--- src/rtl/reg_arb_pkg.sv ---
// Shared types and reset values for the register-port arbiter.
// The last-grant reset value is derived from the tie-break parameter.
package reg_arb_pkg;

    typedef enum logic [1:0] {
        IDLE,
        ACCESS,
        DONE
    } state_t;

    typedef enum logic {
        GNT_RD,
        GNT_WR
    } gnt_t;

    localparam state_t STATE_RST = IDLE;
    localparam gnt_t   GNT_RST   = GNT_RD;
    localparam logic   OUT_RST   = 1'b0;

    // Pretend the opposite side went last so the preferred side wins the first tie
    function automatic gnt_t last_rst(input bit wr_first);
        return wr_first ? GNT_RD : GNT_WR;
    endfunction

endpackage

--- src/rtl/reg_arb_tmo.sv ---
// Stall counter for the register access; pulses expire on the cycle
// whose stall would make the count reach TIMEOUT. TIMEOUT=0 never expires.
module reg_arb_tmo #(
    parameter int TIMEOUT = 16
) (
    input  logic clk,
    input  logic rst,
    input  logic clr,
    input  logic en,
    output logic expire
);
    localparam int CW = (TIMEOUT > 0) ? $clog2(TIMEOUT + 1) : 1;
    localparam logic [CW-1:0] LIMIT = CW'(TIMEOUT);
    localparam logic [CW-1:0] LAST  = CW'((TIMEOUT > 0) ? TIMEOUT - 1 : 0);

    logic [CW-1:0] cnt;

    always_ff @(posedge clk or posedge rst) begin
        if (rst) begin
            cnt <= '0;
        end else if (clr) begin
            cnt <= '0;
        end else if (en && cnt != LIMIT) begin
            cnt <= cnt + 1'b1;
        end
    end

    assign expire = (TIMEOUT > 0) && en && (cnt == LAST);

endmodule

--- src/rtl/reg_access_arb.sv ---
// Round-robin sequencer for the register-block port shared by the
// AXI-Lite read and write channels, with a stall timeout.
module reg_access_arb
    import reg_arb_pkg::*;
#(
    parameter int ADDR_W   = 8,
    parameter int DATA_W   = 32,
    parameter int TIMEOUT  = 16,
    parameter bit WR_FIRST = 1'b1
) (
    input  logic                iCLK,
    input  logic                iRST,
    input  logic                iRD_REQ,
    input  logic [ADDR_W-1:0]   iRD_ADDR,
    output logic                oRD_ACK,
    output logic [DATA_W-1:0]   oRD_DATA,
    output logic                oRD_ERR,
    input  logic                iWR_REQ,
    input  logic [ADDR_W-1:0]   iWR_ADDR,
    input  logic [DATA_W-1:0]   iWR_DATA,
    input  logic [DATA_W/8-1:0] iWR_STRB,
    output logic                oWR_ACK,
    output logic                oWR_ERR,
    output logic [ADDR_W-1:0]   oPADR,
    output logic [DATA_W-1:0]   oPWDAT,
    output logic [DATA_W/8-1:0] oPWSTRB,
    output logic                oPREN,
    output logic                oPWEN,
    input  logic [DATA_W-1:0]   iPRDAT,
    input  logic                iPREADY,
    input  logic                iPERR,
    output logic                oBUSY
);
    localparam int SW = DATA_W / 8;

    state_t state, state_d;
    gnt_t   gnt, gnt_d;
    gnt_t   last, last_d;

    logic [ADDR_W-1:0] padr_d;
    logic [DATA_W-1:0] pwdat_d;
    logic [SW-1:0]     pwstrb_d;
    logic              pren_d;
    logic              pwen_d;
    logic              rd_ack_d;
    logic [DATA_W-1:0] rd_data_d;
    logic              rd_err_d;
    logic              wr_ack_d;
    logic              wr_err_d;
    logic              take_wr;
    logic              rsp_err;
    logic              tmo_clr;
    logic              tmo_en;
    logic              expire;

    reg_arb_tmo #(
        .TIMEOUT(TIMEOUT)
    ) u_tmo (
        .clk   (iCLK),
        .rst   (iRST),
        .clr   (tmo_clr),
        .en    (tmo_en),
        .expire(expire)
    );

    always_ff @(posedge iCLK or posedge iRST) begin
        if (iRST) begin
            state    <= STATE_RST;
            gnt      <= GNT_RST;
            last     <= last_rst(WR_FIRST);
            oPADR    <= '0;
            oPWDAT   <= '0;
            oPWSTRB  <= '0;
            oPREN    <= OUT_RST;
            oPWEN    <= OUT_RST;
            oRD_ACK  <= OUT_RST;
            oRD_DATA <= '0;
            oRD_ERR  <= OUT_RST;
            oWR_ACK  <= OUT_RST;
            oWR_ERR  <= OUT_RST;
        end else begin
            state    <= state_d;
            gnt      <= gnt_d;
            last     <= last_d;
            oPADR    <= padr_d;
            oPWDAT   <= pwdat_d;
            oPWSTRB  <= pwstrb_d;
            oPREN    <= pren_d;
            oPWEN    <= pwen_d;
            oRD_ACK  <= rd_ack_d;
            oRD_DATA <= rd_data_d;
            oRD_ERR  <= rd_err_d;
            oWR_ACK  <= wr_ack_d;
            oWR_ERR  <= wr_err_d;
        end
    end

    always_comb begin
        state_d   = state;
        gnt_d     = gnt;
        last_d    = last;
        padr_d    = oPADR;
        pwdat_d   = oPWDAT;
        pwstrb_d  = oPWSTRB;
        pren_d    = oPREN;
        pwen_d    = oPWEN;
        rd_ack_d  = 1'b0;
        rd_data_d = '0;
        rd_err_d  = 1'b0;
        wr_ack_d  = 1'b0;
        wr_err_d  = 1'b0;
        take_wr   = 1'b0;
        rsp_err   = 1'b0;
        tmo_clr   = 1'b0;
        tmo_en    = 1'b0;
        unique case (state)
            IDLE: begin
                tmo_clr = 1'b1;
                if (iRD_REQ || iWR_REQ) begin
                    take_wr  = iWR_REQ && (!iRD_REQ || last == GNT_RD);
                    gnt_d    = take_wr ? GNT_WR : GNT_RD;
                    padr_d   = take_wr ? iWR_ADDR : iRD_ADDR;
                    pwdat_d  = take_wr ? iWR_DATA : '0;
                    pwstrb_d = take_wr ? iWR_STRB : '0;
                    pren_d   = !take_wr;
                    pwen_d   = take_wr;
                    state_d  = ACCESS;
                end
            end
            ACCESS: begin
                tmo_en = !iPREADY;
                // A ready arriving on the expiring cycle still gives the real response
                if (iPREADY || expire) begin
                    rsp_err   = iPREADY ? iPERR : 1'b1;
                    rd_ack_d  = (gnt == GNT_RD);
                    rd_err_d  = (gnt == GNT_RD) && rsp_err;
                    rd_data_d = (gnt == GNT_RD && iPREADY) ? iPRDAT : '0;
                    wr_ack_d  = (gnt == GNT_WR);
                    wr_err_d  = (gnt == GNT_WR) && rsp_err;
                    padr_d    = '0;
                    pwdat_d   = '0;
                    pwstrb_d  = '0;
                    pren_d    = 1'b0;
                    pwen_d    = 1'b0;
                    state_d   = DONE;
                end
            end
            DONE: begin
                tmo_clr = 1'b1;
                last_d  = gnt;
                state_d = IDLE;
            end
            default: state_d = IDLE;
        endcase
    end

    assign oBUSY = (state != IDLE);

endmodule

--- config.mk ---
export PLATFORM = sky130hd
export DESIGN_NAME = reg_access_arb
export DESIGN_NICKNAME = d
export VERILOG_FILES = /design/src/rtl/reg_arb_pkg.sv /design/src/rtl/reg_arb_tmo.sv /design/src/rtl/reg_access_arb.sv
export SDC_FILE = /design/constraint.sdc
export NUM_CORES = 1
export LEC_CHECK = 0
export CORE_ASPECT_RATIO = 2
export CORE_MARGIN = 3
export CORE_UTILIZATION = 30
export CTS_CLUSTER_SIZE = 12
export DETAILED_ROUTE_END_ITERATION = 16
export SLEW_MARGIN = 20
export SYNTH_ARGS = -nofsm -noshare
export SYNTH_HDL_FRONTEND = slang
export SYNTH_SLANG_ARGS = --single-unit
--- constraint.sdc ---
create_clock -name iCLK -period 3.3 [get_ports iCLK]
set_input_delay 0.66 -clock iCLK [delete_from_list [all_inputs] [get_ports iCLK]]
set_output_delay 0.66 -clock iCLK [all_outputs]
set_load 0.005 [all_outputs]
# After elaboration in Yosys (flattened, before gate mapping)
# Index checks and enable logic that the tools add are counted.
[word_totals]
register_bits = 91
output_inout_bits = 83
wordCells = 80
[classes]
add_sub_neg = 1
n_eq_ne = 6
mux = 37
bitwise_logic = 2
n_reduce_logical = 20
[ops]
columns = ["cell", "count"]
rows = [
  ["32-bit 2-to-1 mux", 6],
  ["32-bit case mux with 2 select lines", 1],
  ["8-bit 2-to-1 mux", 3],
  ["8-bit case mux with 2 select lines", 1],
  ["1-bit 2-to-1 mux", 15],
  ["4-bit 2-to-1 mux", 3],
  ["5-bit 2-to-1 mux", 2],
  ["4-bit case mux with 2 select lines", 1],
  ["1-bit logical AND", 6],
  ["2-bit nonzero test", 3],
  ["5-bit by 1-bit adder with 5-bit output (second input constant)", 1],
  ["5-bit by 4-bit == test with 1-bit output (second input constant)", 1],
  ["5-bit != test (second input constant)", 1],
  ["2-bit 2-to-1 mux", 2],
  ["2-bit != test (second input constant)", 2],
  ["1-bit case mux with 2 select lines", 2],
  ["2-bit case mux with 2 select lines", 1],
  ["2-bit AND reduction", 2],
  ["1-bit zero test", 3],
  ["1-bit logical OR", 3],
  ["3-bit AND reduction", 1],
  ["2-bit by 1-bit == test with 1-bit output (second input constant)", 1],
  ["2-bit == test (second input constant)", 1],
  ["2-bit zero test", 1],
  ["other kinds (2)", 3],
]

# Depth between registers and ports, before layout
# Gate-level depths: netlist (run 1).
[depth]
ltp_word = 6
depth_mapped = 8
mapped_depth_nobuf = 6

# Cells and area by module
# From an unflattened synthesis (run 1), not the netlist that was laid out.
[unflattened]
hier_cells = 243
area_unflattened_um2 = 3407.0
[by_module_without_submodules]
columns = ["mod", "n_inst", "cells_each", "area_each_um2"]
rows = [
  ["reg_access_arb", 1, 212, 3103.0],
  ["reg_arb_tmo", 1, 31, 304.0],
]

# Worst setup path before layout (run 1)
# OpenSTA, ideal clock, no wires.
[synth_timing]
kind = "reg2reg"
from = "register u_tmo.cnt[0]"
to = "register oPWDAT[31]"
setup_time_ns = 0.065
t_arrival_ns = 1.748
t_required_ns = 3.235
path_slack_ns = 1.486
stages_incl_launch_ff = 9
path_buffers = 2
path_cell_list = "dfrtp_1 ha_1 and3_1 ha_1 nor2_1 a211o_1 buf_2 buf_2 a22o_1"
[synth_between]
elab_chain_len = 5
[synth_rtl]
columns = ["element", "line", "rtl"]
rows = [
  ["start, declared", "reg_arb_tmo.sv:16", "logic [CW-1:0] cnt;"],
  ["start signal, assigned", "reg_arb_tmo.sv:24", "cnt <= cnt + 1'b1;"],
  ["5-bit by 4-bit == test with 1-bit output", "reg_arb_tmo.sv:28", "assign expire = (TIMEOUT > 0) && en && (cnt == LAST);"],
  ["1-bit logical AND", "reg_arb_tmo.sv:28", ""],
  ["1-bit logical OR", "reg_access_arb.sv:133", "if (iPREADY || expire) begin"],
  ["2-bit != test (no line)", "-", ""],
  ["3-bit AND reduction (no line)", "-", ""],
  ["end signal, assigned", "reg_access_arb.sv:86", "oPWDAT <= pwdat_d;"],
  ["end, declared", "reg_access_arb.sv:25", "output logic [DATA_W-1:0] oPWDAT,"],
]
# Every way passes these cells.
# A chain may end at the register's enable or synchronous reset.

# Final worst setup path (run 1)
[layout_timing]
from = "register u_tmo.cnt[0]"
to = "register oPWDAT[11]"
# The elaborated chain is that of the path after synthesis.

==> results.txt, run 1 <==
The area of the core came out at 10,900 sq um. Ranked by total cell area, the synthesized netlist is headed by sky130_fd_sc_hd__dfrtp_1, sky130_fd_sc_hd__a22o_1, sky130_fd_sc_hd__and2_1. The run finished with clean final reports.

The total clock buffers created by CTS is 9. After detailed routing, the total wire length is 9150 um. The setup total negative slack is 0 ps. IR analysis of the VDD net gives a maximum drop of 0.000398 V.

Power spread over the standard cell area amounts to 737 nW/um^2. By count the netlist is led by sky130_fd_sc_hd__dfrtp_1, sky130_fd_sc_hd__a22o_1, sky130_fd_sc_hd__and2_1. Summed over all nets, wire length on met3 after detailed routing comes to 856 um.

The total number of nets in the final design came out at 504. The routed wirelength normalized by instance count is 16.5 um. The max-cap violation count is 0.

The number of slew-limit violations in the final report came out at 0. The number of antenna violations at the first check in global routing was 0. Setup repair after global routing left no endpoint under its margin. After floorplanning, the core was divided into 54 placement rows.

The number of global-route vias before repair was 2,719. The post-DP HPWL is 6850 um. After synthesis, the mean cell area works out to 14.1 sq um. The number of cells produced by synthesis came out at 239. The cell depth of the worst flop-to-flop path is 7.

After clock tree synthesis, the setup repair step added 0 buffers. In this run the count of I/O pins placed on the die edge is 173. The count of antenna diodes in the layout is 0. The required time of the critical path came out at 3560 ps.

The width of the die came out at 80.8 um. The worst hold path belongs to the class register to register. The root buffer cell chosen for the clock tree is sky130_fd_sc_hd__clkbuf_16. The portion of the post-synthesis area used by sequential elements came out at 67.8%. The number of hold violations in the final report is 0.

The area of the die is 12,600 sq um. The instance area after placement came out at 5210 sq um. The count of instances resized after the clock tree is built came out at 0. The number of enable flip-flop cells after synthesis is 0.

Yosys instantiated no cell more often than sky130_fd_sc_hd__dfrtp_1. Along the worst hold path, the cell count comes to 1. The total congestion overflow is 0. The count of state elements after synthesis is 91. In this run the vertical extent of the chip is 156 um. The clock reaches the later pin of the worst-skew pair after 330 ps. The total nets after synthesis came out at 332. The relative max-transition margin is 37.1%. The starting density of the core came out at 30.7%.

The top cell type by area accounts for 67.8% of the synthesized area. The number of failing setup endpoints in the final timing report came out at 0. The transition time at the pin with the least slew margin is 942 ps. The vias per cell came out at 4.57. The cell leakage power is 2.43 nW. Routability-driven placement finished with a final weighted congestion of 0.746.

The iteration count of the initial detailed-routing pass is 4. The maximum clock frequency came out at 402 MHz. The first-pass GRT wire length is 14,200 um. The number of filler cells placed in the layout is 985. In the synthesized netlist the dominant register cell turns out to be sky130_fd_sc_hd__dfrtp_1. The count of distinct cell types in the synthesized netlist came out at 36. For this block, wires on met1 add up to 3280 um.

Clock-pin slew was measured on the worst setup and hold paths at 60 ps. The layout overhead on the synthesized area is 63.7%. In this run the worst path has a maximum fanout of 30. Once detail routing completed, the nets flagged for antenna violations numbered 0. The maximum buffer depth of the clock tree is 2. The iteration-0 DRC count of the detailed router is 72. The clock tree synthesis step divided the H-tree into 3 levels.

The critical path class is register to register. The maximum number of pins on one net before global-route repair came out at 55. Of the cells placed in the final design, the portion with a size suffix greater than 1 is 5.54%. The clock tree from TritonCTS is yes. The fraction of registers with async set/reset came out at 100%.

The type of destination of the critical path is a register. The highest layer touched by signal routing is met4. The final worst clock skew is 11.7 ps.

The time the final worst path needs with I/O delays and setup is 2490 ps. The hold-fix buffer count after cts is 0. The synthesized design spends more area on one cell type than any other, namely sky130_fd_sc_hd__dfrtp_1. The sum of met2 wire segment lengths after detailed routing came out at 4850 um. The via count is 2,538. For this run, design rule violations remaining after detail routing come to 0. The clock sink count is 91. STA puts the critical path data arrival time at 2750 ps. The summed area of non-filler cells in the final layout is 5500 sq um.

The Yosys step of the flow raised 0 warnings. The final worst hold slack came out at 491 ps. The post-route clock period utilization is 75.5%. The number of input and output port buffers inserted is 172.

The post-synthesis instance area came out at 3360 sq um. The global-route total usage across every layer is 14.7%. The worst setup path is launched from a register.
==> final cells by class <==
cell class                 count  area, sq um  share of cell area, %
clock buffer                  10          229                   4.16
clock inverter                 5         62.6                   1.14
inverter                       7         27.5                  0.500
multi-input combinational    127          972                   17.7
sequential                    91         2280                   41.4
tap                          140          175                   3.18
timing repair buffer         175         1760                   31.9
==> critical path, cell delays in order (launching register included) <==
cell                      delay, ps
sky130_fd_sc_hd__dfrtp_1        420
sky130_fd_sc_hd__ha_1           230
sky130_fd_sc_hd__and3_1         190
sky130_fd_sc_hd__ha_1           230
sky130_fd_sc_hd__nor2_1         210
sky130_fd_sc_hd__a211o_1        530
sky130_fd_sc_hd__buf_4          420
sky130_fd_sc_hd__a22o_1         190
==> final timing paths <==
check,startpoint,to,slack [ps]
setup / recovery,u_tmo.cnt[0]$_DFFE_PP0P_,oPWDAT[11]$_DFFE_PP0P_,810
hold / removal,oPADR[0]$_DFFE_PP0P_,oPADR[0]$_DFFE_PP0P_,490
setup reg to reg,u_tmo.cnt[0]$_DFFE_PP0P_,oPWDAT[11]$_DFFE_PP0P_,810
hold reg to reg,oPADR[0]$_DFFE_PP0P_,oPADR[0]$_DFFE_PP0P_,490
max in group asynchronous,iRST,oRD_DATA[23]$_DFF_PP0_,1760
min in group asynchronous,iRST,oPWDAT[9]$_DFFE_PP0P_,840
==> metrics by stage <==
stage / setup slack (ps) / instances / total power, mW / utilization [%]
2_1_floorplan: 276 / 239 / 2.21 / -
3_3_place_gp: 808 / 540 / 3.05 / 47.6
3_5_place_dp: 719 / 540 / 3.08 / 47.6
4_1_cts: 813 / 555 / 4.11 / 50.3
5_1_grt: 610 / 555 / 4.30 / 50.3
6_report: 809 / 555 / 4.05 / 50.3
==> cells in the final DEF, fill, tap and decap left out, types with 2 or more instances in the layout <==
cell	instances
sky130_fd_sc_hd__nor3_1	3
sky130_fd_sc_hd__o21ai_0	4
sky130_fd_sc_hd__nor2_1	4
sky130_fd_sc_hd__or3_1	2
sky130_fd_sc_hd__nand2b_1	2
sky130_fd_sc_hd__a22o_1	36
sky130_fd_sc_hd__clkinvlp_4	2
sky130_fd_sc_hd__inv_1	6
sky130_fd_sc_hd__a21o_1	2
sky130_fd_sc_hd__a21oi_1	4
sky130_fd_sc_hd__and2_1	33
sky130_fd_sc_hd__o2bb2ai_1	7
sky130_fd_sc_hd__dfrtp_1	91
sky130_fd_sc_hd__clkbuf_16	9
sky130_fd_sc_hd__mux2i_1	8
sky130_fd_sc_hd__ha_1	3
sky130_fd_sc_hd__buf_4	2
sky130_fd_sc_hd__clkdlybuf4s50_1	172
==> power by group <==
group          internal (mW)  switching (mW)  total [mW]
Sequential              1.44           0.194        1.64
Clock                  0.587           0.421        1.01
Combinational          0.864           0.545        1.41
==> layer usage <==
layer	GRT usage [%]	vias up
met3	5.43	10
li1	-	1191
met2	25.2	115
met1	16.5	1222
met5	0	-
met4	5.16	0
==> registers in the layout, summed over array words and instances (netlist names) <==
register,cells
oPWDAT,32
oRD_DATA,32
oPADR,8
u_tmo.cnt,5
oPWSTRB,4
state,2
gnt,1
last,1
oPREN,1
oPWEN,1
oRD_ACK,1
oRD_ERR,1
oWR_ACK,1
oWR_ERR,1
==> cell families (layout without fill, tap and decap cells) <==
| logic type | Yosys count | count (layout) | share of synthesized area [%] |
|---|---|---|---|
| adders and majority gates | 3 | 3 | 1.12 |
| DFF | 91 | 91 | 67.8 |
| AOI/OAI and AO/OA | 62 | 62 | 15.2 |
| and+or+nand+nor | 54 | 54 | 10.3 |
| buffers and inverters | 21 | 197 | 3.31 |
| muxes | 8 | 8 | 2.38 |
No activity file was read; power rests on OpenSTA's default activity.
==> inputs of run 2 (changes only) <==
==> constraint.sdc (replaced) <==
create_clock -name iCLK -period 2.5 [get_ports iCLK]
set_input_delay 0.5 -clock iCLK [delete_from_list [all_inputs] [get_ports iCLK]]
set_output_delay 0.5 -clock iCLK [all_outputs]
set_load 0.005 [all_outputs]
==> results.txt, run 2 (synthesized netlist as in run 1, its figures left out) <==
The iteration count of the initial detailed-routing pass is 4. The maximum buffer depth of the clock tree is 2. TritonCTS built the clock tree. The required time of the critical path is 2770 ps. In this run the clock root is driven by a sky130_fd_sc_hd__clkbuf_16. The clock transition at the registers of the reported paths is 70 ps. VDD sags by at most 0.000453 V. The area of the die came out at 12,600 sq um. The path type of the worst min-delay path is register to register. The peak fanout along the critical path came out at 12. The die is 156 um tall. Routability-driven placement finished with a final weighted congestion of 0.749.

The power per unit of standard cell area came out at 961 nW/um^2. The count of antenna diodes in the layout came out at 0. The run finished with clean final reports. The worst setup path is launched from a register.

The routed wirelength normalized by instance count is 16.2 um. The number of gates resized after CTS was 0. The H-tree depth is 3. The number of global-route vias before repair came out at 2,760. The global-route total usage across every layer is 15.0%. Timing would allow up to 457 MHz. The critical path is of the register to register type. In this run the worst setup path begins at u_tmo.cnt[0]$_DFFE_PP0P_.

The cell leakage power came out at 2.45 nW. The max-cap violation count came out at 0. The number of routed nets with antenna violations came out at 0. The library cells used most frequently in the layout, excluding fill and tap cells, are sky130_fd_sc_hd__clkdlybuf4s50_1, sky130_fd_sc_hd__dfrtp_1, sky130_fd_sc_hd__a22o_1.

The I/O pin count came out at 173. The time the final worst path needs with I/O delays and setup came out at 2190 ps. The number of slew-limit violations in the final report is 0. The end of the critical path is oPWDAT[3]$_DFFE_PP0P_. The floorplan has 54 rows. The worst pin sits at a relative slew slack of 69.7%. The area of the core came out at 10,900 sq um. The number of antenna violations at the first check in global routing is 0.

In this run the most critical hold path is launched from oPADR[1]$_DFFE_PP0P_. STA classifies the critical path endpoint as a register. The maximum number of pins on one net before global-route repair is 44.

Setup repair after global routing left no endpoint under its margin. For this design, the CTS-stage hold fixing added 0 buffers. The final total power came out at 5.33 mW. For the pin with the worst max-slew slack, the measured transition is 455 ps.

The number of failing setup endpoints in the final timing report is 0. The vias per cell is 4.59. The number of buffers inserted by post-CTS setup repair came out at 0. The number of hold violations in the final report was 0. The post-DP HPWL is 6830 um. The clock sink count came out at 91. The final standard cell utilization of the core is 50.7%. The layout overhead on the synthesized area came out at 65.1%. The DRC violation count after routing is 0. In the final timing run, aggregate negative setup slack is 0 ps.

The final worst hold slack came out at 489 ps. The internal reg-to-reg setup slack came out at 310 ps. The starting density of the core is 30.7%. Across the routed clock network, the largest skew measured is 6.62 ps. The first-pass GRT wire length is 14,300 um. The post-route clock period utilization is 87.5%. Leaving out fill and tap cells, the most frequent cell in the layout is sky130_fd_sc_hd__clkdlybuf4s50_1. The cell depth of the worst flop-to-flop path came out at 7. The total congestion overflow is 0. The number of input and output port buffers inserted came out at 172. The cell count of the worst hold path came out at 1. The die is 80.8 um wide.

The endpoint identified for the worst register-to-register timing path is oPWDAT[3]$_DFFE_PP0P_. In this run, the number of DRC markers left after iteration 0 of detailed routing was 79. The largest registers in the layout are oPWDAT x32, oRD_DATA x32, oPADR x8. The total clock buffers created by CTS came out at 9. The critical path data arrival time is 2460 ps. The share of final-layout standard cells stronger than drive strength 1 is 6.67%.

In the final design database the tool counted 508 nets. The total detailed-routing wirelength came out at 9070 um. The startpoint identified for the worst register-to-register timing path is u_tmo.cnt[0]$_DFFE_PP0P_. For the worst-skew pair, the clock arrives at the later sink with an insertion delay of 330 ps. The via count came out at 2,569.
## run 2: cell count changes in the layout (fill, tap and decap cells not counted)
cell	delta
sky130_fd_sc_hd__buf_12	+2
sky130_fd_sc_hd__buf_4	+2
sky130_fd_sc_hd__bufinv_16	-1
sky130_fd_sc_hd__clkbuf_8	+1
sky130_fd_sc_hd__clkinv_2	-1
sky130_fd_sc_hd__clkinvlp_4	+3
sky130_fd_sc_hd__inv_6	-1
## run 2: critical path: stages, from the launching register on
cell,delay [ps]
sky130_fd_sc_hd__dfrtp_1,410
sky130_fd_sc_hd__ha_1,220
sky130_fd_sc_hd__and3_1,190
sky130_fd_sc_hd__ha_1,230
sky130_fd_sc_hd__nor2_1,210
sky130_fd_sc_hd__a211o_1,450
sky130_fd_sc_hd__buf_4,260
sky130_fd_sc_hd__a22o_1,150
## run 2: area by class of cell
type | count | area (sq um)
Sequential cell | 91 | 2280
Clock inverter | 5 | 38.8
Clock buffer | 11 | 243
Timing Repair Buffer | 179 | 1810
Tap cell | 140 | 175
Fill cell | 992 | 5400
Multi-Input combinational cell | 127 | 972
Inverter | 7 | 30.0
## run 2: worst min path at each step
stage / endpoint / slack (ps)
after global routing: oPADR[1]$_DFFE_PP0P_ / 510
after floorplan: oPWEN$_DFFE_PP0P_ / 470
after global placement: oPWEN$_DFFE_PP0P_ / 470
after detailed placement: oPADR[5]$_DFFE_PP0P_ / 480
final: oPADR[1]$_DFFE_PP0P_ / 490
after CTS: oPADR[1]$_DFFE_PP0P_ / 500
## run 2: through the flow
stage	area, sq um	worst slack [ps]	std cells
6_report	5550	312	560
5_1_grt	5550	159	560
4_1_cts	5550	304	560
3_5_place_dp	5270	285	544
3_3_place_gp	5270	345	544
2_1_floorplan	3360	686	239
## run 2: power breakdown
group	leakage, nW	internal [mW]	switching (mW)
sequential	1.22	1.90	0.249
clock	0.124	0.703	0.566
combinational	1.10	1.18	0.724
## run 2: metal layers
layer | track usage [%] | vias up | share of wire [%]
met5 | 0 | - | 0
met4 | 6.04 | 0 | 1.5
met3 | 5.55 | 9 | 9.7
met2 | 25.9 | 114 | 54
met1 | 16.2 | 1248 | 35
li1 | - | 1198 | -
